**src/rtl/matcher_list_scanner.sv**
```systemverilog
// matcher_list_scanner: linear search of a registered-output ROM for the first entry equal to a key
module matcher_list_scanner #(
  parameter int LIST_WIDTH = 10,
  parameter int DATA_WIDTH = 64,
  parameter int LIST_LEN   = 2**LIST_WIDTH
) (
  input  logic                  fclk,
  input  logic                  rst,
  input  logic                  key_valid,
  output logic                  key_ready,
  input  logic [DATA_WIDTH-1:0] key_data,
  output logic                  rom_en,
  output logic [LIST_WIDTH-1:0] rom_addr,
  input  logic [DATA_WIDTH-1:0] rom_data,
  output logic                  res_valid,
  input  logic                  res_ready,
  output logic                  res_hit,
  output logic [LIST_WIDTH-1:0] res_index,
  output logic                  busy
);
  typedef enum logic [1:0] {IDLE, SCAN, DONE} state_t;
  localparam logic [LIST_WIDTH-1:0] LAST_IDX = LIST_WIDTH'(LIST_LEN - 1);
  state_t state_q, state_d;
  logic [DATA_WIDTH-1:0] key_q;
  logic [LIST_WIDTH-1:0] addr_q, tag_q, res_index_q;
  logic issued_all_q, cv_q, res_hit_q;
  logic accept, hit, last;
  assign accept = state_q == IDLE && key_valid;
  assign hit    = state_q == SCAN && cv_q && rom_data == key_q;
  assign last   = state_q == SCAN && cv_q && tag_q == LAST_IDX;
  always_ff @(posedge fclk)
    state_q <= rst ? IDLE : state_d;
  always_comb begin
    state_d = state_q;
    if (accept) state_d = SCAN;
    else if (hit || last) state_d = DONE;
    else if (state_q == DONE && res_ready) state_d = IDLE;
  end
  always_comb begin
    key_ready = state_q == IDLE;
    busy      = state_q != IDLE;
    rom_en    = state_q == SCAN && !issued_all_q;
    rom_addr  = rom_en ? addr_q : '0;
    res_valid = state_q == DONE;
    res_hit   = res_hit_q;
    res_index = res_index_q;
  end
  // cv_q/tag_q follow each issued address by one cycle, aligned with rom_data
  always_ff @(posedge fclk) begin
    if (rst) begin
      key_q        <= '0;
      addr_q       <= '0;
      tag_q        <= '0;
      cv_q         <= 1'b0;
      issued_all_q <= 1'b0;
      res_hit_q    <= 1'b0;
      res_index_q  <= '0;
    end else begin
      cv_q  <= rom_en;
      tag_q <= addr_q;
      if (accept) begin
        key_q        <= key_data;
        addr_q       <= '0;
        issued_all_q <= 1'b0;
      end else if (rom_en) begin
        if (addr_q == LAST_IDX) issued_all_q <= 1'b1;
        else addr_q <= addr_q + 1'b1;
      end
      if (hit) begin
        res_hit_q   <= 1'b1;
        res_index_q <= tag_q;
      end else if (last || (state_q == DONE && res_ready)) begin
        res_hit_q   <= 1'b0;
        res_index_q <= '0;
      end
    end
  end
endmodule
```
**config.mk**
```make
export PLATFORM = sky130hd
export DESIGN_NAME = matcher_list_scanner
export DESIGN_NICKNAME = d
export VERILOG_FILES = /design/src/rtl/matcher_list_scanner.sv
export SDC_FILE = /design/constraint.sdc
export NUM_CORES = 1
export LEC_CHECK = 0
export BUFFER_PORTS_ARGS = -buffer_cell sky130_fd_sc_hd__buf_2
export CAP_MARGIN = 30
export CORE_AREA = 3 3 103 105
export CTS_BUF_LIST = sky130_fd_sc_hd__clkbuf_16
export CTS_CLUSTER_SIZE = 25
export DETAILED_ROUTE_END_ITERATION = 16
export DIE_AREA = 0 0 106 108
export GPL_ROUTABILITY_DRIVEN = 0
export GPL_TIMING_DRIVEN = 0
export PLACE_DENSITY = 0.72
export SYNTH_ARGS = -nofsm -noshare
export SYNTH_HDL_FRONTEND = slang
export SYNTH_SLANG_ARGS = --single-unit
```
**constraint.sdc**
```tcl
create_clock -name fclk -period 1.5 [get_ports fclk]
set_input_delay 0.3 -clock fclk [delete_from_list [all_inputs] [get_ports fclk]]
set_output_delay 0.3 -clock fclk [all_outputs]
set_load 0.02 [all_outputs]
```
## Word level (Yosys, flattened, before mapping)

Index checks and enable logic that the tools add are counted.

- Input port bits: 132
- Word-level logic and storage cells: 41
- Register bits after elaboration: 99
- Output and inout bits: 25

- Reduce and logical (&&, ||, !) cells: 17
- Add/subtract/negate cells: 1
- Mux-type cells: 8
- Eq/ne operators: 5
- Bitwise operators: 1

Operator list:

| kind | number |
|---|---|
| $eq A64 B64 Y1 | 1 |
| $mux W10 | 3 |
| $eq A10 B10 Y1 const B | 2 |
| $add A10 B1 Y10 const B | 1 |
| $logic_and A1 B1 Y1 | 6 |
| $reduce_bool A2 Y1 | 3 |
| $mux W2 | 2 |
| $reduce_and A2 Y1 | 2 |
| $mux W1 | 3 |
| $reduce_bool A3 Y1 | 1 |
| $eq A2 B1 Y1 const B | 1 |
| $eq A2 B2 Y1 const B | 1 |
| $logic_not A2 Y1 | 1 |
| $logic_or A1 B1 Y1 | 2 |
| $reduce_or A2 Y1 | 1 |
| $logic_not A1 Y1 | 1 |
| $not A1 Y1 | 1 |

## Logic depth before layout (Yosys ltp)

Gate-level depths: netlist (run 1).

- Depth after elaboration: 6
- Depth in mapped cells: 7
- Depth with buffers taken out: 7

## Least setup slack after synthesis (run 1)

Ideal clock, no wire load.

- Path kind: register to register
- Start: register addr_q[0]
- End: register addr_q[8]
- Period minus slack after synthesis: 1.614 ns
- Setup time: 0.128 ns
- Arrival: 1.486 ns
- Cell stages (with the launch flop): 8
- Data required time: 1.372 ns
- Buffers on the path: 0
- Setup slack: -0.114 ns
- Path through: dfxtp_1 > ha_1 > and3_1 > nand4_1 > and3_1 > nand3_1 > xor2_1 > nor2_1

- Longest elaborated chain between the ends: 3
- Elaborated cells between the ends (all ways): 4
- Classes of those cells: 1 x add/sub; 1 x eq/ne; 1 x bitwise; 1 x reduce/logical

Ends and longest elaborated chain:

| element | line | RTL |
|---|---|---|
| start: declaration | 25 | `logic [LIST_WIDTH-1:0] addr_q, tag_q, res_index_q;` |
| start signal: assignment | 67 | `else addr_q <= addr_q + 1'b1;` |
| parallel branches: the longest is 3 deep, another holds $add A10 B1 Y10 | - |  |

Parallel ways; which one is timed is not known.
A chain may end at the register's enable or synchronous reset.

## Final worst setup path (run 1)

- Start: register state_q[1]
- End: register res_index_q[2], in the netlist res_index[2]

- Longest elaborated chain between the ends: 5
- Elaborated cells between the ends (all ways): 9
- Classes of those cells: 2 x eq/ne; 1 x mux; 6 x reduce/logical

Ends and longest elaborated chain:

| element | line | RTL |
|---|---|---|
| start: declaration | 23 | `state_t state_q, state_d;` |
| start signal: assignment | 32 | `state_q <= rst ? IDLE : state_d;` |
| $eq A2 B1 Y1 | 29, 30 |  |
| $logic_and A1 B1 Y1 | 29, 30 |  |
| $logic_and A1 B1 Y1 | 30 | `assign last = state_q == SCAN && cv_q && tag_q == LAST_IDX;` |
| $logic_or A1 B1 Y1 | 72 | `end else if (last \|\| (state_q == DONE && res_ready)) begin` |
| $reduce_bool A2 Y1 (no source line) | - |  |
| end signal: assignment | 71 | `res_index_q <= tag_q;` |
| end: declaration | 25 |  |

Parallel ways exist; a longest one is shown, timed or not.

==> results.md, run 1 <==
- Worst slack after detailed placement: -641.8 ps
- Async set-or-reset flop fraction in the synthesized netlist: 0%
- Worst Setup Path Type: reg2reg
- Die width: 106 um
- Flip-flop cell with the highest count after synthesis: dfxtp_1
- Unrepaired setup endpoints after global routing: yes
- Layout area overhead: 44.76%
- Cells taking the most area after synthesis: dfxtp_1 (45%), xnor2_1 (13%), nand2_1 (12%)
- Worst path required time: 1700 ps
- Vias after detailed routing: 4,373
- Worst-Skew Late Latency: 340 ps
- Number of rows created at floorplan: 36
- Starting utilization of the core area: 45.28%
- Slew at the pin closest to its max-slew limit: 728.0 ps
- Number of synthesized flops with an enable pin: 0
- Minimum clock period: 1865 ps
- GR Overflow Total: 0
- Num CTS Buffers: 9
- Endpoint class of the critical path: flop
- Crit path arrival time: 2060 ps
- FF+latch count, synth: 99
- Number of global-route vias before repair: 4,155
- Metal1 wirelength: 5866 um
- Worst-case clock buffer depth: 2
- Average wire per standard cell: 16.46 um
- Die boundary height: 108 um
- Count of distinct cell types in the synthesized netlist: 36
- Yosys synthesis warning count: 0
- Clock transition at the register clock pins on the worst setup and hold paths after CTS: 70 ps
- Total instance count after detailed placement: 810
- Max-slew violations: 0
- Number of H-tree levels: 3
- Area of the die: 11,450 um^2
- Status: finished, violations left
- Drt via density: 5.121
- CTS Root Buffer Type: clkbuf_16
- Peak supply drop: 532.3 uV
- Diode count: 0
- Maximum number of pins on one net before global-route repair: 17
- Reported leakage power: 0.002611 uW
- Core utilization of the finished layout: 65.55%
- Classification of the worst-slack hold path: in2reg
- Area share of the leading cell type in the synthesized netlist: 44.99%
- Detailed Routing Iterations Pass 1: 6
- Initial antenna violation count: 1
- Initial DRC Count: 202
- Layout Skew: 8.872 ps
- Sequential area share after synthesis: 44.99%
- Number of ports placed on the die boundary: 157
- Clock tree from TritonCTS: yes
- Max transition margin: 51.47%
- Highest layer used for signal routing: met5
- Met2 WL post-DR: 7018 um
- Standard cell core area: 9729 um^2
- Total number of nets in the final design: 849
- Total design power: 6199 uW
- Clk sinks: 99
- Hold Violations, Final: 0
- First-pass GRT wire length: 20,330 um
- Power per cell area: 972.0 nW/um^2
- Synthesized netlist cell count: 522
- F_max: 0.5361 GHz
- Dominant cell type by area after synthesis: dfxtp_1
- Worst setup SP type: flop
- Tcrit/Tclk final: 124.4%
- Port Buffers: 155
- Maximum Capacitance Violations: 0
- Number of nets produced by synthesis: 655
- Setup-violating endpoint count in the final report: 35
- Combined global-route utilization of all metal layers: 22.58%
- Highest fanout seen on the critical path: 5
- Final Instance Count excl. Fillers: 854
- Residual DRC: 0
- Layout cell share with drive strength beyond 1: 41.61%
- Setup tns final: -9290 ps
- Post-route antenna net violation count: 0
- HPWL Detailed: 9828 um
- Met3 wire length: 880 um
- Syn avg cell area: 8.440 um^2
- Total standard cell area after synthesis: 4405 um^2
- Sum of routed wire length over all layers: 14,050 um
- Violations in the final reports: negative setup slack
- Final setup slack of the worst path: -365.3 ps
## power breakdown
part | total, uW | internal, uW | switching, uW
combinational | 899 | 446 | 453
sequential | 2820 | 2740 | 87.7
clock | 2480 | 1460 | 1020
## worst paths after layout
path / startpoint / to / slack, ps / cells past startpoint
worst max-delay path: state_q[1] / res_index[2] / -370 / 7
worst min-delay path: key_data[63] / key_q[63] / 190 / 3
worst max register to register: state_q[1] / res_index[2] / -370 / 7
worst min register to register: res_hit / res_hit / 460 / 2
## cell usage in the layout, fill, tap and decap left out, types with 4 or more instances in the layout
master     instances
and2_4            12
nor2b_1           12
nor4_4             4
xor2_1             5
o211ai_2           9
clkbuf_16         10
dfxtp_1           82
a21oi_1           70
nor2_1             7
xnor2_1           56
buf_4             25
xnor2_2            7
nand4_1           17
dfxtp_2           10
dfxtp_4            7
clkbuf_1          10
buf_6             29
nand3_1           12
nand2_1          133
buf_2            142
a21oi_2           10
## cell families after synthesis
group / Yosys count / share of synthesized area, %
xor+xnor: 68 / 13.52
mux: 1 / 0.2272
buf+inv: 32 / 3.408
simple gates: 223 / 23.77
flops: 99 / 44.99
compound gates: 98 / 13.80
fa+ha+maj: 1 / 0.2840
## layer usage
layer / global-route usage (%) / vias to the layer above
li1: - / 2131
met2: 38.30 / 156
met3: 6.567 / 28
met5: 0 / -
met1: 27.40 / 2056
met4: 8.141 / 2
## per-stage QoR
step                hold slack, ps  area (um^2)
finish                       185.9         6377
global route                 184.1         6377
CTS                          184.0         6010
detailed placement           450.1         5371
global placement             449.5         5371
floorplan                    436.0         4429
## critical path, cell delays in order, from the launching register on
cell       delay, ps
dfxtp_4          370
nand3b_1         200
buf_6            150
nor4_4           350
nand3_2          210
clkbuf_16        210
o211ai_2         170
a21oi_2           60
## repair_timing
action | in CTS | in global routing
hold endpoints to repair | 0 | 0
hold buffers | 0 | 0
setup endpoints to repair | 75 | 98
pin swaps | 23 | 29
buffers inserted | 8 | 15
gates cloned | 2 | 3
gates resized for setup | 78 | 64
## layout make-up
cell class                      instances  area, um^2
Tap cell                              133       166.4
Inverter                                1       3.754
Clock inverter                          7       91.34
Sequential cell                        99        2021
Buffer                                 31       242.7
Fill cell                             838        3352
Clock buffer                            9       225.2
Multi-Input combinational cell        391        2514
Timing Repair Buffer                  183        1114
## cells in the mapped netlist, drive strengths merged, types with 2 or more instances
cell type / number
o211ai: 11
a21oi: 80
or3: 3
nor2b: 13
nand2b: 2
a31oi: 2
clkbuf: 16
xor2: 5
buf: 15
nand4: 18
xnor2: 63
nor3b: 2
nor4: 4
o21ai: 3
dfxtp: 99
nand3: 15
nor3: 2
nand2: 136
and3: 5
nor2: 8
and2: 12
## sequential cells by signal, summed over array words and instances (netlist names)
register      count
addr_q           10
cv_q              1
issued_all_q      1
key_q            64
res_hit           1
res_index        10
state_q           2
tag_q            10
No activity file was read; power rests on OpenSTA's default activity.
==> inputs of run 2 (changes only) <==
--- a/config.mk
+++ b/config.mk
@@ -7,14 +7,14 @@
 export LEC_CHECK = 0
 export BUFFER_PORTS_ARGS = -buffer_cell sky130_fd_sc_hd__buf_2
 export CAP_MARGIN = 30
-export CORE_AREA = 3 3 103 105
+export CORE_AREA = 3 3 98 100
 export CTS_BUF_LIST = sky130_fd_sc_hd__clkbuf_16
 export CTS_CLUSTER_SIZE = 25
 export DETAILED_ROUTE_END_ITERATION = 16
-export DIE_AREA = 0 0 106 108
+export DIE_AREA = 0 0 101 103
 export GPL_ROUTABILITY_DRIVEN = 0
 export GPL_TIMING_DRIVEN = 0
-export PLACE_DENSITY = 0.72
+export PLACE_DENSITY = 0.75
 export SYNTH_ARGS = -nofsm -noshare
 export SYNTH_HDL_FRONTEND = slang
 export SYNTH_SLANG_ARGS = --single-unit
==> constraint.sdc (replaced) <==
create_clock -name fclk -period 2.25 [get_ports fclk]
set_input_delay 0.45 -clock fclk [delete_from_list [all_inputs] [get_ports fclk]]
set_output_delay 0.45 -clock fclk [all_outputs]
set_load 0.02 [all_outputs]
==> results.md, run 2 (synthesized netlist as in run 1, its figures left out) <==
- Status: finished clean
- GRT met1 Usage: 29.33%
- Unrepaired setup endpoints after global routing: no
- Maximum Capacitance Violations: 0
- GR Layer Usage met3: 3.992%
- Worst-case clock buffer depth: 2
- Die width: 101 um
- Crit path arrival time: 1700 ps
- Diode count: 0
- Max-slew violations: 0
- Total number of nets in the final design: 821
- Num CTS Buffers: 9
- Layout Skew: 8.357 ps
- Setup-violating endpoint count in the final report: 0
- Classification of the worst-slack hold path: in2reg
- Most common library cell in the layout ignoring fill and taps: buf_2
- Reported leakage power: 0.002273 uW
- Drt via density: 5.143
- Final Instance Count excl. Fillers: 800
- Number of inserted filler cells in the final layout: 744
- GR Overflow Total: 0
- Slew at the pin closest to its max-slew limit: 654.7 ps
- Worst setup SP type: flop
- Critical Path, Cell by Cell: nor3b_2 > clkbuf_2 > and2_1 > buf_2
- Worst path required time: 1800 ps
- Post-CTS setup buffer count: 0
- Layout cell share with drive strength beyond 1: 29.62%
- Vias after detailed routing: 4,114
- Flip-flop count of the largest register after layout: 64
- Standard cell core area: 8763 um^2
- Slack of the worst reg-to-reg path: 130 ps
- Highest fanout seen on the critical path: 10
- Worst Hold End: key_q[53]
- HPWL Detailed: 9670 um
- Core utilization of the finished layout: 63.66%
- Worst Setup Path Type: reg2out
- Number of global-route vias before repair: 3,986
- Delay of the slowest cell on the worst path: 460 ps
- Leading cell types in the layout, fill and taps excluded: buf_2 (167), nand2_1 (136), dfxtp_1 (99)
- Startpoint of the most critical hold path: key_data[53]
- Max stage delay cell, worst path: dfxtp_1
- Power per cell area: 675.5 nW/um^2
- Startpoint of the lowest-slack register-to-register path: key_q[35]
- Worst hold path cell count: 3
- Peak supply drop: 407.5 uV
- Worst-Skew Late Latency: 340 ps
- First-pass GRT wire length: 19,000 um
- Setup tns final: 0 ps
- Starting utilization of the core area: 50.27%
- Tcrit/Tclk final: 95.75%
- Minimum clock period: 2154 ps
- F_max: 0.4642 GHz
- Die boundary height: 103 um
- Max transition margin: 56.36%
- Total design power: 3769 uW
- Smallest hold slack: 346.0 ps
- Cell count of the worst reg-to-reg path: 7
- Maximum number of pins on one net before global-route repair: 16
- CTS Root Buffer Type: clkbuf_16
- Clock tree from TritonCTS: yes
- Total instance count after detailed placement: 785
- Number of ports placed on the die boundary: 157
- Reg2reg end: res_index[9]
- Biggest register: key_q
- Residual DRC: 0
- Combined global-route utilization of all metal layers: 23.64%
- GR Util met2: 41.32%
- Post-route antenna net violation count: 0
- Initial antenna violation count: 0
- Layout area overhead: 26.64%
- Number of rows created at floorplan: 34
- Sum of routed wire length over all layers: 12,530 um
- Hold Violations, Final: 0
- Port Buffers: 155
- Clk sinks: 99
- Most heavily used metal layer in global routing: met2
- Detailed Routing Iterations Pass 1: 4
- Initial DRC Count: 125
- Average wire per standard cell: 15.66 um
- Area of the die: 10,400 um^2
- Number of H-tree levels: 3
- Endpoint class of the critical path: output pin
- Clock transition at the register clock pins on the worst setup and hold paths after CTS: 70 ps
-- run 2: layer usage --
layer  share of wire (%)  vias up
li1                    -     2078
met1                  42     1884
met2                  50      128
met3                 6.2       24
met4                 2.0        0
met5                   0        -
-- run 2: worst max-delay path by stage --
stage | from | end | slack (ps) | depth (start not counted)
6_report | state_q[0] | rom_addr[8] | 100 | 4
5_1_grt | state_q[0] | rom_addr[8] | 20 | 4
4_1_cts | state_q[0] | rom_addr[0] | 50 | 4
3_5_place_dp | rom_data[60] | res_index[9] | -20 | 8
3_3_place_gp | rom_data[18] | res_index[9] | -4 | 8
2_1_floorplan | state_q[0] | rom_addr[0] | 510 | 3
-- run 2: cell type report --
cell class	instances	area (um^2)	share of cell area (%)
Tap cell	108	135.1	2.422
Clock buffer	9	225.2	4.037
Inverter	1	3.754	0.06728
Multi-Input combinational cell	391	2273	40.75
Buffer	31	147.6	2.646
Clock inverter	6	36.28	0.6504
Timing Repair Buffer	155	775.7	13.90
Sequential cell	99	1982	35.52
-- run 2: repair_timing --
action | CTS | global route
setup endpoints to repair | 0 | 9
hold endpoints to repair | 0 | 0
gates resized for setup | 0 | 2
hold buffers | 0 | 0
-- run 2: metrics by stage --
step           setup slack (ps)  cell area (um^2)
4_1_cts                   45.06              5578
5_1_grt                   23.48              5579
6_report                  95.69              5579
3_3_place_gp             -4.435              5316
2_1_floorplan             510.1              4405
3_5_place_dp             -19.06              5316
-- run 2: worst max-delay path: cells and delay by family, from the launching register on --
family	cells	cell delay (ps)
buffers and inverters	2	400
AND/OR/NAND/NOR	2	510
flip-flops	1	460
-- run 2: where the power goes --
part           internal [uW]  switching (uW)  total (uW)
combinational            238             266         504
sequential              1830            56.2        1880
clock                    735             645        1380
